## config.mk

```make
export PLATFORM = sky130hd
export DESIGN_NAME = flappy_game_ctrl
export DESIGN_NICKNAME = d
export VERILOG_FILES = /design/src/rtl/flappy_pkg.sv /design/src/rtl/flappy_game_ctrl_flap_sync.sv /design/src/rtl/flappy_game_ctrl.sv
export SDC_FILE = /design/constraint.sdc
export NUM_CORES = 1
export LEC_CHECK = 0
export CAP_MARGIN = 40
export CORE_ASPECT_RATIO = 0.7
export CORE_UTILIZATION = 51
export DETAILED_ROUTE_END_ITERATION = 7
export PLACE_DENSITY = 0.77
export SLEW_MARGIN = 20
export SYNTH_ARGS = -nofsm -noshare
export SYNTH_HDL_FRONTEND = slang
export SYNTH_SLANG_ARGS = --single-unit
```

## constraint.sdc

```tcl
create_clock -name dclk -period 9.9 [get_ports dclk]
set_clock_uncertainty 0.1 [all_clocks]
set_input_delay 1.98 -clock dclk [delete_from_list [all_inputs] [get_ports dclk]]
set_output_delay 1.98 -clock dclk [all_outputs]
set_load 0.02 [all_outputs]
```

## src/rtl/flappy_pkg.sv

```systemverilog
// flappy_pkg: shared widths, state encoding, game register bundle
// and default tuning constants for the flappy game controller.
package flappy_pkg;

  localparam int Y_W     = 9;
  localparam int VEL_W   = 8;
  localparam int SCORE_W = 8;
  localparam int CNT_W   = 8;
  localparam int SUM_W   = Y_W + 2;

  localparam int DEF_BIRD_H       = 20;
  localparam int DEF_START_Y      = 230;
  localparam int DEF_FLOOR_Y      = 480 - DEF_BIRD_H;
  localparam int DEF_GRAVITY      = 1;
  localparam int DEF_FLAP_VEL     = 8;
  localparam int DEF_MAX_FALL     = 10;
  localparam int DEF_DEAD_FRAMES  = 60;
  localparam int DEF_SCORE_FRAMES = 64;

  typedef enum logic [1:0] {
    ST_IDLE = 2'd0,
    ST_PLAY = 2'd1,
    ST_DEAD = 2'd2
  } state_t;

  typedef struct packed {
    state_t                    st;
    logic [Y_W-1:0]            y;
    logic signed [VEL_W-1:0]   vel;
    logic [SCORE_W-1:0]        score;
    logic [CNT_W-1:0]          fcnt;
    logic [CNT_W-1:0]          dcnt;
  } game_t;

  function automatic logic [SCORE_W-1:0] sat_inc(
    input logic [SCORE_W-1:0] v
  );
    return (&v) ? v : v + 1'b1;
  endfunction

endpackage

```

## src/rtl/flappy_game_ctrl_flap_sync.sv

```systemverilog
// flap_input_sync: brings the raw flap button into dclk and
// emits a single-cycle pulse on each synchronized rising edge.
module flap_input_sync (
  input  logic dclk,
  input  logic clr_n,
  input  logic i_flap,
  output logic o_edge
);

  logic r_s1;
  logic r_s2;
  logic r_s3;

  always_ff @(posedge dclk or negedge clr_n) begin
    if (!clr_n) begin
      r_s1 <= 1'b0;
      r_s2 <= 1'b0;
      r_s3 <= 1'b0;
    end else begin
      r_s1 <= i_flap;
      r_s2 <= r_s1;
      r_s3 <= r_s2;
    end
  end

  assign o_edge = r_s2 & ~r_s3;

endmodule

```

## src/rtl/flappy_game_ctrl.sv

```systemverilog
// flappy_game_ctrl: per-frame bird physics, IDLE/PLAY/DEAD sequencing
// and survival score, advanced on each falling edge of vsync.
module flappy_game_ctrl
  import flappy_pkg::*;
#(
  parameter int START_Y      = DEF_START_Y,
  parameter int FLOOR_Y      = DEF_FLOOR_Y,
  parameter int GRAVITY      = DEF_GRAVITY,
  parameter int FLAP_VEL     = DEF_FLAP_VEL,
  parameter int MAX_FALL     = DEF_MAX_FALL,
  parameter int DEAD_FRAMES  = DEF_DEAD_FRAMES,
  parameter int SCORE_FRAMES = DEF_SCORE_FRAMES
) (
  input  logic               dclk,
  input  logic               clr_n,
  input  logic               flap_in,
  input  logic               vsync,
  output logic [Y_W-1:0]     bird_y,
  output logic               game_state,
  output logic [SCORE_W-1:0] score
);

  localparam logic [Y_W-1:0] L_START = Y_W'(START_Y);
  localparam logic [Y_W-1:0] L_FLOOR = Y_W'(FLOOR_Y);
  localparam logic signed [SUM_W-1:0] L_FLOOR_S = SUM_W'(FLOOR_Y);
  localparam logic signed [VEL_W-1:0] L_FLAP = VEL_W'(-FLAP_VEL);
  localparam logic signed [VEL_W-1:0] L_GRAV = VEL_W'(GRAVITY);
  localparam logic signed [VEL_W-1:0] L_MAXF = VEL_W'(MAX_FALL);
  localparam logic [CNT_W-1:0] L_DEAD = CNT_W'(DEAD_FRAMES);
  localparam logic [CNT_W-1:0] L_FC_LAST = CNT_W'(SCORE_FRAMES - 1);

  logic                    w_edge;
  logic                    w_tick;
  logic                    w_fl;
  logic                    r_vsync_d;
  logic                    r_pend;
  game_t                   r_game;
  game_t                   w_game_n;
  logic signed [VEL_W-1:0] w_vel_grav;
  logic signed [VEL_W-1:0] w_vel_n;
  logic signed [SUM_W-1:0] w_sum;

  flap_input_sync u_sync (
    .dclk   (dclk),
    .clr_n  (clr_n),
    .i_flap (flap_in),
    .o_edge (w_edge)
  );

  assign w_tick = r_vsync_d & ~vsync;
  // an edge landing in the tick cycle still counts for that tick
  assign w_fl   = r_pend | w_edge;

  always_ff @(posedge dclk or negedge clr_n) begin
    if (!clr_n) begin
      r_vsync_d <= 1'b0;
      r_pend    <= 1'b0;
    end else begin
      r_vsync_d <= vsync;
      if (w_tick) begin
        r_pend <= 1'b0;
      end else if (w_edge) begin
        r_pend <= 1'b1;
      end
    end
  end

  assign w_vel_grav = r_game.vel + L_GRAV;
  assign w_vel_n = w_fl ? L_FLAP :
                   (w_vel_grav > L_MAXF) ? L_MAXF : w_vel_grav;
  assign w_sum = $signed({2'b00, r_game.y}) +
                 $signed({{(SUM_W-VEL_W){w_vel_n[VEL_W-1]}}, w_vel_n});

  always_ff @(posedge dclk or negedge clr_n) begin
    if (!clr_n) begin
      r_game <= '{st:    ST_IDLE,
                  y:     L_START,
                  vel:   '0,
                  score: '0,
                  fcnt:  '0,
                  dcnt:  '0};
    end else begin
      r_game <= w_game_n;
    end
  end

  always_comb begin
    w_game_n = r_game;
    if (w_tick) begin
      unique case (r_game.st)
        ST_IDLE: begin
          w_game_n.y   = L_START;
          w_game_n.vel = '0;
          if (w_fl) begin
            w_game_n.st    = ST_PLAY;
            w_game_n.vel   = L_FLAP;
            w_game_n.score = '0;
            w_game_n.fcnt  = '0;
          end
        end
        ST_PLAY: begin
          if (w_sum < 0) begin
            w_game_n.y   = '0;
            w_game_n.vel = '0;
          end else if (w_sum >= L_FLOOR_S) begin
            w_game_n.y    = L_FLOOR;
            w_game_n.vel  = '0;
            w_game_n.st   = ST_DEAD;
            w_game_n.dcnt = L_DEAD;
          end else begin
            w_game_n.y   = w_sum[Y_W-1:0];
            w_game_n.vel = w_vel_n;
          end
          if (r_game.fcnt == L_FC_LAST) begin
            w_game_n.fcnt  = '0;
            w_game_n.score = sat_inc(r_game.score);
          end else begin
            w_game_n.fcnt = r_game.fcnt + 1'b1;
          end
        end
        ST_DEAD: begin
          if (r_game.dcnt != '0) begin
            w_game_n.dcnt = r_game.dcnt - 1'b1;
          end else if (w_fl) begin
            w_game_n.st  = ST_IDLE;
            w_game_n.y   = L_START;
            w_game_n.vel = '0;
          end
        end
        default: begin
          w_game_n.st = ST_IDLE;
        end
      endcase
    end
  end

  assign bird_y     = r_game.y;
  assign game_state = (r_game.st == ST_PLAY);
  assign score      = r_game.score;

endmodule

```

* Yosys cells after proc, flatten, opt, wreduce, memory -nomap -nowiden *
Index checks and enable logic that the tools add are counted.

cells by class
  $add $sub $neg = 5
  order comparisons = 3
  equality and inequality tests = 11
  muxes and demuxes = 22
  bitwise gates (word level) = 5
  reductions and logical operators = 12

operators with widths
  kind                                                                 count
  two-way mux 8 bit                                                    8
  one-hot mux 17 bit (3 select lines)                                  1
  two-way mux 19 bit                                                   2
  two-way mux 17 bit                                                   2
  one-hot mux 16 bit (2 select lines)                                  1
  two-way mux 24 bit                                                   1
  adder 8 x 1 -> 8 bit, second input constant                          2
  one-hot mux 8 bit (2 select lines)                                   1
  inequality test 2 bit, second input constant                         6
  adder 10 x 8 -> 11 bit                                               1
  greater-or-equal comparator 11 x 10 -> 1 bit, second input constant  1
  < comparator 11 x 1 -> 1 bit, second input constant                  1
  AND reduction 5 bit                                                  2
  adder 8 x 2 -> 8 bit, second input constant                          1
  equality test 8 x 6 -> 1 bit, second input constant                  1
  > comparator 8 x 5 -> 1 bit, second input constant                   1
  AND reduction 8 bit                                                  1
  nonzero test 8 bit                                                   1
  subtractor 8 x 1 -> 8 bit, second input constant                     1
  two-way mux 2 bit                                                    3
  one-hot mux 2 bit (3 select lines)                                   1
  AND reduction 6 bit                                                  1
  nonzero test 2 bit                                                   3
  inequality test 2 x 1 -> 1 bit, second input constant                2
  other kinds (10)                                                     13

word-level totals
  register bits = 48
  bits of input ports = 4
  output and inout bits = 18
  word-level logic and storage cells = 69

* Logic depth before layout (Yosys ltp) *
Gate-level depths: netlist of run 1.

  word-level depth = 9
  mapped depth = 19
  depth with buffers taken out = 18

* Cells and area by module *
A second synthesis of run 1 with hierarchy kept.

second synthesis, totals
  cell total of the unflattened synthesis = 390
  area total of the unflattened synthesis = 3499.6 µm²

by module, submodules not included
  module            instances  cells an instance  area an instance (µm²)  seq. area each (µm²)
  flappy_game_ctrl  1          386                3410.8                  1132.3
  flap_input_sync   1          4                  88.8                    75.1

* Least setup slack after synthesis of run 1 *
OpenSTA, ideal clock, no wires.

  kind = flip-flop to flip-flop
  start = reg r_game[24] (netlist bit)
  end = reg r_game[4] (netlist bit)
  library setup time = 77 ps
  arrival = 3995 ps
  data required time = 9723 ps
  setup slack = 5728 ps
  cell stages (with the launch flop) = 19
  path buffers = 1
  period minus slack after synthesis = 4172 ps
  cell sequence = dfrtp_1 -> ha_1 -> and3_1 -> or3_1 -> o21ai_0 -> a32o_1 -> nor2b_1 -> ha_1 -> inv_1 -> fa_1 -> nand3b_1 -> a21o_1 -> a21oi_1 -> o211ai_1 -> or2_1 -> a31o_1 -> buf_6 -> or3_1 -> a21oi_1

between the ends
  word-level cells in the longest chain between the ends = 8
  elaborated cells between the ends (all ways) = 10
  those cells by class = add/sub: 2; order compare: 3; eq/ne: 2; mux: 2; reduce/logical: 1

ends and longest elaborated chain
  element                                                                                              RTL line                                          source
  start, declared                                                                                      flappy_game_ctrl.sv:37                            game_t r_game;
  start signal, assigned                                                                               flappy_game_ctrl.sv:76                            r_game <= '{st: ST_IDLE,
  start signal, assigned                                                                               flappy_game_ctrl.sv:83                            r_game <= w_game_n;
  adder 8 x 2 -> 8 bit (*)                                                                             flappy_game_ctrl.sv:68                            assign w_vel_grav = r_game.vel + L_GRAV;
  > comparator 8 x 5 -> 1 bit                                                                          flappy_game_ctrl.sv:70                            (w_vel_grav > L_MAXF) ? L_MAXF : w_vel_grav;
  two-way mux 8 bit (*)                                                                                flappy_game_ctrl.sv:70
  two-way mux 8 bit (*)                                                                                flappy_game_ctrl.sv:69                            assign w_vel_n = w_fl ? L_FLAP :
  adder 10 x 8 -> 11 bit (*)                                                                           flappy_game_ctrl.sv:71                            assign w_sum = $signed({2'b00, r_game.y}) +
  greater-or-equal comparator 11 x 10 -> 1 bit / < comparator 11 x 1 -> 1 bit (equally long branches)  flappy_game_ctrl.sv:105, flappy_game_ctrl.sv:102
  inequality test 2 x 1 -> 1 bit (no line) / inequality test 2 bit (equally long branches)             n/a
  AND reduction 5 bit (no line) (*)                                                                    n/a

Mark *: on every way between the ends. The rest lies on a longest branch, timed or not.
A chain may end at the register's enable or synchronous reset.

* Worst setup path in the final report of run 1 *
  start = reg r_game[24] (netlist bit)
  end = reg r_game[6] (netlist bit)

Same word-level chain as after synthesis.

==> results of run 1 <==
-- layer usage --
| layer | vias up | global-route usage | wire, µm |
|---|---|---|---|
| met2 | 99 | 0.324 | 3180 |
| li1 | 1414 | - | - |
| met3 | 6 | 0.0623 | 553 |
| met1 | 1360 | 0.366 | 3890 |
| met5 | - | 0 | 0 |
| met4 | 0 | 0.0580 | 49 |
-- worst max-delay path by stage --
stage | from | endpoint
CTS | r_game[24] | r_game[6]
global route | r_game[24] | r_game[6]
floorplan | r_game[24] | r_game[4]
global placement | r_game[24] | r_game[6]
finish | r_game[24] | r_game[6]
detailed placement | r_game[24] | r_game[6]
-- state kept, by name, indices dropped and copies added, names as in the netlist --
name / cells
bird_y: 9
r_game: 26
r_pend: 1
r_vsync_d: 1
score: 8
u_sync.r_s1: 1
u_sync.r_s2: 1
u_sync.r_s3: 1
-- logic make-up after synthesis --
| group | Yosys count | synth area share |
|---|---|---|
| AOI/OAI and AO/OA | 114 | 0.234 |
| xor gates and xnor gates | 13 | 0.0353 |
| adders and majority gates | 22 | 0.0822 |
| muxes | 3 | 0.00946 |
| buffers and inverters | 57 | 0.0866 |
| DFF | 48 | 0.351 |
| and+or+nand+nor | 140 | 0.202 |
-- power by group --
group / internal (mW) / switching, mW
clock: 0.0827 / 0.0707
sequential: 0.255 / 0.0648
combinational: 0.254 / 0.382
-- through the flow --
stage          cells  hold WS, ns  area (µm²)
6_report         491        0.271        3720
5_1_grt          491        0.282        3720
4_1_cts          491        0.276        3720
3_5_place_dp     483        0.246        3600
3_3_place_gp     482        0.237        3580
2_1_floorplan    397        0.231        3440
-- layout by cell type, fill, tap and decap left out, types with 6 or more instances in the layout --
| master | instances |
|---|---|
| or3_1 | 8 |
| nand3_1 | 14 |
| inv_1 | 28 |
| nor3_1 | 10 |
| o21ai_0 | 26 |
| nor2_1 | 34 |
| nand2_1 | 37 |
| and3_1 | 6 |
| clkbuf_8 | 6 |
| dfrtp_1 | 43 |
| a21o_1 | 9 |
| ha_1 | 21 |
| nand2b_1 | 6 |
| clkdlybuf4s50_1 | 20 |
| xor2_1 | 8 |
| a21oi_1 | 25 |
-- critical path, cell delays in order (launching register included) --
cell      delay [ns]
dfrtp_1         0.46
ha_1            0.28
and3_1          0.24
or3_1           0.31
o21ai_0         0.12
a32o_1          0.28
nor2b_1         0.16
ha_1            0.20
inv_1           0.06
fa_1            0.42
nand3b_1        0.23
a21o_1          0.21
a21oi_1         0.18
o211ai_1        0.14
or2_1           0.27
a31o_1          0.35
nand2b_1        0.27
o41ai_1         0.34
-- final cells by class --
type,count,area (µm²)
Fill cell,576,2650
Multi-Input combinational cell,292,1930
Sequential cell,48,1210
Timing Repair Buffer,23,233
Tap cell,91,114
Inverter,29,109
Clock buffer,6,82.6
Clock inverter,2,38.8
==> metrics, run 1 <==
min Tclk post-route=approximately 4.7 ns; CTS Buffer Depth=2; status=finished clean; routed wire length=around 7700 µm; synthesis-to-finish area growth=8.11%; r2r setup slk=~5.2 ns; worst reg2reg endpoint=r_game[6]; layout cell share with drive strength beyond 1=0.0775; leakage=~1.6 nW; clock sinks=48; Starting Density=0.540; worst reg-to-reg path cell count=17; root buf cell=clkbuf_8; CTS tree=built; Num CTS Buffers=5; max_cap viols=0; top-count cell post-synth=dfrtp_1; Cells after Synth=~400; critical path fanouts, max=11; critical path data arrival time=4.80 ns; initial antenna violation count=0; max-slew violations=0; DP HPWL=between 5000 and 6000 µm; nets@finish=between 400 and 500; ys async rst share=1.00; Post-synth top flop=dfrtp_1; Clock Latency Late Sink=about 0.3 ns; WL/cell=~16 µm; CTS resizes=0; number of DRC markers in iteration 0=204; Yosys cell types=between 60 and 70; DR vias=2879; Hold Buf Count CTS=0; max frequency=212 MHz; Via-to-Cell Ratio=about 6; post-placement setup slack=roughly 5.3 ns; syn nets=423; GRT Total Usage=0.236; synth cell count leaders=dfrtp_1 (43), nand2_1 (37), nor2_1 (34); count of warnings emitted by yosys=0; Core Area=between 0.006 and 0.007 mm²; Slew Limit Headroom=0.395; largest net degree at the start of global routing=33; DRT antenna net count=0; Final setup viols=0; HP Class=flop to flop; dominant cells by area after synthesis=dfrtp_1 (31%), ha_1 (7.6%), nand2_1 (4.0%); setup ws final=roughly 5.2 ns; ANT cells=0; Crit. End Element=flop; period utilisation layout=0.476; final hold vios=0; first-pass GRT wire length=between 10000 and 15000 µm; Die ar.=a little over 0.007 mm²; Power per Cell Area=roughly 300 mW/mm²; Final Util=0.584; GR Overflow Total=0; Die Width=100 µm; syn_area_per_cell=8.66 µm²; CP Class=flop to flop; Tot Pwr=1.11 mW; Critical Path RT=9.99 ns; CTS H-Tree Depth=2; reg-to-reg startpoint=r_game[24]; Cell Rows=24; post-synthesis sequential area ratio=0.351; Hold Path Stages=0; unrepaired setup endpoints after global routing=no; startpoint class of the critical path=flop; setup TNS=0 ns; leading area contributor after synthesis=dfrtp_1; number of global-route vias before repair=2646; Post-route DRC=0; WHS Endpoint=u_sync.r_s2; share of the synthesized area in the top cell type=0.313; DRT Pass-1 Iters=4; clock slew at reported path FFs=0.09 ns; EDFF count, synth=0; gpl congestion=around 0.98; port bufs=21; worst hold start=u_sync.r_s1; Die Ht=70.7 µm; cell area after synthesis=0.00344 mm²; VDD IR max=about 170 µV; worst slew pin tran=0.905 ns; I/O pin cnt=22; flops & latches, synth=48; post-CTS setup buffer count=0
Power figures use the tool's default switching activity.
==> inputs of run 2 (changes only) <==
Settings changed: PLACE_DENSITY 0.77 to 0.8.
Clock period 9.9 ns to 3.9 ns, I/O delays scaled along.
==> run 2 against run 1 <==
Maximum frequency is 14% higher. Critical path type unchanged. Largest power group unchanged. Routed wire length grew 22%. Via count is 14% higher. Highest routed layer unchanged. The run now ends with setup timing left. Critical path depth unchanged. Largest cell class unchanged. Sequential share of layout area down 5.3 points.
==> metrics, run 2 (synthesis results as in run 1) <==
status=complete, but fails checks; violated checks=setup timing; Hold Path Stages=0; Final Util=0.698; GR Overflow Total=0; root buf cell=clkbuf_8; DP HPWL=between 6000 and 7000 µm; Via-to-Cell Ratio=between 5 and 6; DRT Pass-1 Iters=5; startpoint class of the critical path=flop; HP Class=flop to flop; Biggest register=r_game; critical path data arrival time=approximately 4.3 ns; port bufs=21; GRT Total Usage=0.263; final hold vios=0; max_cap viols=0; CP Class=flop to flop; CTS Buffer Depth=2; crit-path max cell delay=about 0.42 ns; DR vias=about 3.3k; first-pass GRT wire length=14600 µm; commonest non-fill, non-tap cell in the layout=buf_4; CTS tree=built; min Tclk post-route=a little over 4 ns; Core Area=0.00637 mm²; Die Ht=70.7 µm; Starting Density=0.540; initial antenna violation count=0; Num CTS Buffers=5; VDD IR max=about 680 µV; Post-route DRC=0; Die ar.=0.00708 mm²; Die Width=~100 µm; critical path fanouts, max=8; layout cell share with drive strength beyond 1=0.304; Power per Cell Area=between 800 and 900 mW/mm²; I/O pin cnt=22; CTS H-Tree Depth=2; max-slew violations=0; Largest register FFs=26; max frequency=between 200 and 250 MHz; ANT cells=0; worst slew pin tran=roughly 0.57 ns; clock slew at reported path FFs=~0.10 ns; Hold Buf Count CTS=0; WL/cell=approximately 17 µm; Critical Path RT=between 4 and 5 ns; Cell Rows=24; synthesis-to-finish area growth=29.1%; number of global-route vias before repair=roughly 3.0k; Final setup viols=23; Clock Latency Late Sink=roughly 0.31 ns; clock sinks=48; worst reg-to-reg path cell count=17; Crit. End Element=flop; Worst path slowest cell=dfrtp_1; period utilisation layout=1.06; critical path cell sequence=and3_1 -> buf_4 -> xnor2_1 -> nor3_1 -> nor2_1 -> a32o_2 -> buf_4 -> nand2_2 -> ha_1 -> a21oi_2 -> o221ai_1 -> a221o_1 -> xnor2_2 -> o21ai_0 -> a31o_4 -> or3_4 -> a21oi_2; nets@finish=between 400 and 500; r2r setup slk=-0.24 ns; gpl congestion=0.919; DRT antenna net count=0; Slew Limit Headroom=0.617; setup ws final=-0.245 ns; commonest non-fill, non-tap cells in the layout=buf_4 (61), dfrtp_1 (43), nand2_1 (35), nor2_1 (33), inv_1 (27); unrepaired setup endpoints after global routing=yes; largest net degree at the start of global routing=26; routed wire length=9370 µm; leakage=~1.9 nW; number of DRC markers in iteration 0=~260; hold_ws=roughly 0.26 ns
## run 2: cell count changes in the layout (fill, tap and decap cells not counted), moves of 4 or more
| cell | previous run | this run |
|---|---|---|
| o21ai_1 | 0 | 4 |
| a21oi_1 | 25 | 19 |
| buf_4 | 1 | 61 |
| ha_1 | 21 | 17 |
| a21oi_2 | 0 | 6 |
| o21ai_2 | 1 | 7 |
| o21ai_0 | 26 | 15 |
## run 2: stage by stage
step	power [mW]	setup slack, ns	instance area, µm²	cells	setup TNS, ns
final	3.69	-0.245	4440	552	-2.89
after global routing	3.90	-0.358	4440	552	-5.85
after CTS	3.36	-0.169	4260	546	-1.59
after detailed placement	2.83	-0.309	4020	536	-4.23
after global placement	2.76	-0.156	4000	535	-1.29
after floorplan	2.09	-0.0441	3460	397	-0.0518
## run 2: critical path, delay by kind of cell (launching register included)
| family | cells | cell delay (ns) |
|---|---|---|
| XOR/XNOR | 2 | 0.46 |
| AND/OR/NAND/NOR | 5 | 0.90 |
| buffers and inverters | 2 | 0.29 |
| adder cells (fa/ha/maj) | 1 | 0.26 |
| flip-flops | 1 | 0.42 |
| AO/OA/AOI/OAI | 7 | 1.63 |
## run 2: repair_timing
item	CTS	global route
setup buffers	3	6
pin swaps	15	17
gates resized for setup	38	27
endpoints found under the setup margin	23	27
gates cloned	0	0
## run 2: worst paths after layout
check | start | endpoint
worst max-delay path | r_game[26] | r_game[4]
worst min-delay path | u_sync.r_s1 | u_sync.r_s2
max in group asynchronous | clr_n | bird_y[1]
min in group asynchronous | clr_n | bird_y[8]
worst max register to register | r_game[26] | r_game[4]
worst min register to register | u_sync.r_s1 | u_sync.r_s2
## run 2: final cells by class
cell class              count  area, µm²
multi-input cells         292       2220
fillers                   477       1930
flip-flops and latches     48       1210
repair buffers             84        694
well taps                  91        114
inverters                  29        109
clock buffers               6       82.6
clock inverters             2       15.0
## run 2: layer usage
layer  wire length, µm  GRT usage  vias to the layer above
li1                  -          -                     1539
met4               152     0.0821                        0
met2              4400      0.397                      122
met5                 0          0                        -
met3               526     0.0395                       20
met1              4290      0.390                     1596
## run 2: report_power, final
group | internal, mW | switching, mW | leakage, nW
Combinational | 1.21 | 1.35 | 1.29
Clock | 0.144 | 0.187 | 0.0434
Sequential | 0.647 | 0.162 | 0.603
==> inputs of run 3 (changes only) <==
Settings changed: SLEW_MARGIN 20 to default.
==> results of run 3 <==
Same layout as run 2: the final DEF is identical, and so are final timing and power.
